<file path="config.mk">
export PLATFORM = sky130hd
export DESIGN_NAME = call_return_ctrl
export DESIGN_NICKNAME = d
export VERILOG_FILES = /design/src/rtl/call_return_ctrl.sv
export SDC_FILE = /design/constraint.sdc
export NUM_CORES = 1
export LEC_CHECK = 0
export ABC_AREA = 1
export CAP_MARGIN = 0
export CELL_PAD_IN_SITES_DETAIL_PLACEMENT = 1
export CELL_PAD_IN_SITES_GLOBAL_PLACEMENT = 2
export CORE_UTILIZATION = 20
export CTS_BUF_LIST = sky130_fd_sc_hd__clkbuf_8
export CTS_CLUSTER_DIAMETER = 30
export CTS_CLUSTER_SIZE = 14
export DETAILED_ROUTE_END_ITERATION = 8
export PLACE_DENSITY_LB_ADDON = 0.3
export SYNTH_ARGS = -nofsm -noshare
export SYNTH_HDL_FRONTEND = slang
export SYNTH_SLANG_ARGS = --single-unit
export TNS_END_PERCENT = 1
</file>
<file path="constraint.sdc">
create_clock -name clk -period 2.31 [get_ports clk]
set_input_delay 0.231 -clock clk [delete_from_list [all_inputs] [get_ports clk]]
set_output_delay 0.231 -clock clk [all_outputs]
set_load 0.01 [all_outputs]
</file>
<file path="src/rtl/call_return_ctrl.sv">
// CALL/RET sequencer: drives push/pop strobes to an external return-address stack
// and redirects the PC on CALL (to the target) and RET (to the popped address).
module call_return_ctrl #(
  parameter int unsigned WIDTH_DATA = 32,
  parameter int unsigned DEPTH      = 10
) (
  input  logic                  clk,
  input  logic                  reset,
  input  logic                  call,
  input  logic                  ret,
  input  logic [WIDTH_DATA-1:0] pc_in,
  input  logic [WIDTH_DATA-1:0] call_target,
  input  logic                  err_clear,
  output logic                  stk_push,
  output logic                  stk_pop,
  output logic [WIDTH_DATA-1:0] stk_wdata,
  input  logic [WIDTH_DATA-1:0] stk_rdata,
  input  logic                  stk_full,
  input  logic                  stk_empty,
  output logic                  pc_load,
  output logic [WIDTH_DATA-1:0] pc_next,
  output logic                  busy,
  output logic                  overflow_err,
  output logic                  underflow_err,
  output logic [DEPTH-1:0]      depth
);

  typedef enum logic [1:0] {StIdle, StPush, StPop, StLoad} state_e;

  state_e                state_q, state_d;
  logic [WIDTH_DATA-1:0] ret_addr_q, ret_addr_d;
  logic [WIDTH_DATA-1:0] target_q, target_d;
  logic [DEPTH-1:0]      depth_q, depth_d;
  logic                  ovf_q, ovf_d, unf_q, unf_d;
  logic                  ovf_set, unf_set;

  always_comb begin
    state_d    = state_q;
    ret_addr_d = ret_addr_q;
    target_d   = target_q;
    ovf_set    = 1'b0;
    unf_set    = 1'b0;
    case (state_q)
      StIdle: begin
        // CALL wins over a simultaneous RET; the RET is simply dropped.
        if (call) begin
          if (!stk_full) begin
            state_d    = StPush;
            ret_addr_d = pc_in + WIDTH_DATA'(1);
            target_d   = call_target;
          end else begin
            ovf_set = 1'b1;
          end
        end else if (ret) begin
          if (!stk_empty) state_d = StPop;
          else            unf_set = 1'b1;
        end
      end
      StPush:  state_d = StIdle;
      StPop:   state_d = StLoad;
      StLoad:  state_d = StIdle;
      default: state_d = StIdle;
    endcase
  end

  // Depth moves on the edge that enters PUSH/POP so it already reflects the
  // strobe during the strobe cycle.
  always_comb begin
    depth_d = depth_q;
    if (state_q == StIdle && state_d == StPush && depth_q != '1) begin
      depth_d = depth_q + DEPTH'(1);
    end else if (state_q == StIdle && state_d == StPop && depth_q != '0) begin
      depth_d = depth_q - DEPTH'(1);
    end
  end

  // A new error in the same cycle as err_clear keeps the flag set.
  always_comb begin
    ovf_d = ovf_set ? 1'b1 : (err_clear ? 1'b0 : ovf_q);
    unf_d = unf_set ? 1'b1 : (err_clear ? 1'b0 : unf_q);
  end

  always_ff @(posedge clk) begin
    if (reset) begin
      state_q    <= StIdle;
      ret_addr_q <= '0;
      target_q   <= '0;
      depth_q    <= '0;
      ovf_q      <= 1'b0;
      unf_q      <= 1'b0;
    end else begin
      state_q    <= state_d;
      ret_addr_q <= ret_addr_d;
      target_q   <= target_d;
      depth_q    <= depth_d;
      ovf_q      <= ovf_d;
      unf_q      <= unf_d;
    end
  end

  assign stk_push      = (state_q == StPush);
  assign stk_pop       = (state_q == StPop);
  assign pc_load       = (state_q == StPush) || (state_q == StLoad);
  assign busy          = (state_q != StIdle);
  assign stk_wdata     = ret_addr_q;
  assign overflow_err  = ovf_q;
  assign underflow_err = unf_q;
  assign depth         = depth_q;

  always_comb begin
    pc_next = '0;
    case (state_q)
      StPush:  pc_next = target_q;
      StLoad:  pc_next = stk_rdata;
      default: pc_next = '0;
    endcase
  end

endmodule

</file>
==> impl_results.md <==
* First-pass GRT wire length at 30.7 mm
* Hold path cells at 3
* Worst setup endpoint: pc_next[16]
* Peak supply drop at 0.190 mV
* Worst EP arrival at 2080 ps
* Top cell type's share of synthesized area at 0.332
* Drc violations at 0
* Syn Inst Count at 770
* DR iter-0 viols at 188
* GRT Util Overall at 0.164
* Vias per cell at 4.25
* Yosys reg bits at 78
* Initial antenna violation count at 0
* Synth Warn # at 0
* Final global-route overflow total at 0
* Avg Inst Size Synth at 6.11 um2
* Nets at 1089
* Hpwl dp at 14.8 mm
* Routed wire length at 19.5 mm
* Max-cap violations at 0
* R2R depth at 12
* Place WS at -128 ps
* CTS root buf: clkbuf_8
* Synth Cell Area at 4710 um2
* Clock buffer depth at 2
* Post-route clock period utilization at 0.998
* Synth Net Count at 883
* Slew margin rel. at 0.621
* Cts bufs inserted at 9
* Sw Pwr at 1280 uW
* Clock skew at 9.34 ps
* Die Wd at 155 um
* First-pass DRT Iterations at 4
* Clock Latency Late Sink at 370 ps
* Largest net degree at the start of global routing at 55
* Vias in the first global route at 5652
* Clock network power share at 0.340
* PwrDens at 563 nW/um2
* Netlist cell types at 32
* DRT antenna net count at 0
* Endpoints failing hold at 0
* Fin cells at 1294
* Hold WC Path Type: input pin to flip-flop
* # fillers at 2864
* Vias at 5494
* Outcome: complete, no violations
* Critical path launch point type: flip-flop
* Setup repair after global routing missed its margin: yes
* Internal cell power at 2950 uW
* Sequential share of the synthesized area at 0.332
* # IOs at 183
* Clock slew at reported path FFs at 90 ps
* LEAKAGE at 0.00376 uW
* Ranking of synthesized cells by area: dfxtp_1, nand2_1, nor2_1
* Placed Area at 7080 um2
* Worst-Margin Slew at 568 ps
* CTS tree: done
* Sequential share of power at 0.359
* Synth-to-Final Area Change at 59.9%
* R2R Path End: depth[6]
* Core area at 22800 um2
* Die ar. at 24200 um2
* Inserted Diodes at 0
* WL per Instance at 15.1 um
* Cell area after layout at 7530 um2
* Worst r2r src: state_q[1]
* Worst reg2reg setup slack at 160 ps
* Placed Instances at 1273
* CP Capture Type: primary output
* Layout cells sized above 1 at 0.0887
* PnR Total Power at 4240 uW
* Initial Util at 0.206
* Final Critical Period at 2310 ps
* Final setup viols at 0
* Post-synth top area cell: dfxtp_1
* Critical path class: flip-flop to primary output
* Net Sw Frac at 0.303
* CTS sink count at 78
* Level count of the clock H-tree at 3
* Comb power frac at 0.301
* FF+latch area at 1570 um2
* Maximum fanout along the worst path at 18
* Crit path from: state_q[0]
* Routability cong. at 0.827
* Final setup margin at 3.52 ps
* Fmax at 0.434 GHz
* Max-slew violations at 0
* Rows at 55
* Count of buffers from port buffering at 182
* Die Ht at 155 um
* Area of the multi-input gates at 2700 um2
* Required @ worst endpoint at 2080 ps
==> layout make-up <==
type / instances / area share
Clock buffer: 10 / 0.0183
Clock inverter: 6 / 0.0176
Inverter: 76 / 0.0379
Multi-Input combinational cell: 581 / 0.359
Sequential cell: 78 / 0.208
Tap cell: 313 / 0.0520
Timing Repair Buffer: 230 / 0.307
==> state kept, by name (all words and copies together) (netlist names) <==
name,cells
stk_wdata,32
underflow_err,1
depth,10
overflow_err,1
target_q,32
state_q,2
==> logic make-up after synthesis <==
group,Yosys count,share of synthesized area
flops,78,0.332
fa+ha+maj,10,0.0282
compound gates,79,0.0869
xor+xnor,13,0.0242
simple gates,479,0.430
buf+inv,111,0.0994
==> critical path, cell delays in order (launching register included) <==
cell             delay [ps]
dfxtp_4                 400
buf_12                  170
inv_1                    80
nor2_4                  210
buf_6                   170
nand2_1                  60
nand2_1                  50
clkdlybuf4s50_1         560
==> cells in the mapped netlist (all sizes together) <==
cell type / count
xnor2: 8
buf: 17
clkbuf: 18
nor3: 10
nand3b: 12
nand4: 9
nand2: 202
o221ai: 1
dfxtp: 78
nand3: 66
ha: 9
xor2: 5
nor2: 178
o211ai: 3
o21ai: 55
a21oi: 19
inv: 76
or2: 2
o21a: 1
fa: 1
==> routing by layer <==
metal / part of all wire / wire (um) / global-route usage / vias up
li1: - / - / - / 2838
met1: 0.47 / 9180 / 0.209 / 2536
met2: 0.48 / 9430 / 0.286 / 110
met3: 0.038 / 734 / 0.0276 / 10
met4: 0.0093 / 181 / 0.0434 / 0
met5: 0 / 0 / 0 / -
==> repair_timing <==
action / 4_1_cts / 5_1_grt
gates resized for setup: 17 / 35
hold buffers: 0 / 0
pin swaps: 2 / 2
gates cloned: 1 / 1
setup buffers: 1 / 2
endpoints found under the setup margin: 34 / 31
==> per-stage QoR <==
stage	util	TNS [ps]	hold WS (ps)
5_1_grt	0.330	-424	440
4_1_cts	0.325	0	413
6_report	0.330	0	443
3_5_place_dp	0.310	-1110	460
3_3_place_gp	0.310	-463	452
2_1_floorplan	-	0	321
==> power groups by stage <==
stage / combinational [uW] / clock [uW] / sequential [uW]
after floorplan: 575 / 0 / 1580
after global placement: 1250 / 0 / 1550
after detailed placement: 1260 / 0 / 1550
after CTS: 1280 / 1500 / 1520
after global routing: 1430 / 1560 / 1540
final: 1270 / 1440 / 1520
==> how the worst min path moves through the flow <==
| stage | startpoint | to | slack [ps] |
|---|---|---|---|
| final | call_target[5] | target_q[5] | 440 |
| after global routing | call_target[2] | target_q[2] | 440 |
| after CTS | call_target[5] | target_q[5] | 410 |
| after detailed placement | underflow_err | underflow_err | 460 |
| after global placement | overflow_err | overflow_err | 450 |
| after floorplan | pc_in[0] | stk_wdata[0] | 320 |
==> layout by cell type, fill, tap and decap left out, drive strengths merged <==
cell type / count
nand3b: 12
bufbuf: 1
nand3: 66
clkdlybuf4s50: 154
nand4: 9
dlymetal6s2s: 22
nor3: 10
dlygate4sd2: 6
o21ai: 55
ha: 9
nor2: 178
or2: 2
o221ai: 1
clkbuf: 10
fa: 1
o21a: 1
a21oi: 19
xor2: 5
bufinv: 4
nand2: 202
inv: 78
buf: 47
dfxtp: 78
xnor2: 8
o211ai: 3
No activity file was read; power rests on OpenSTA's default activity.
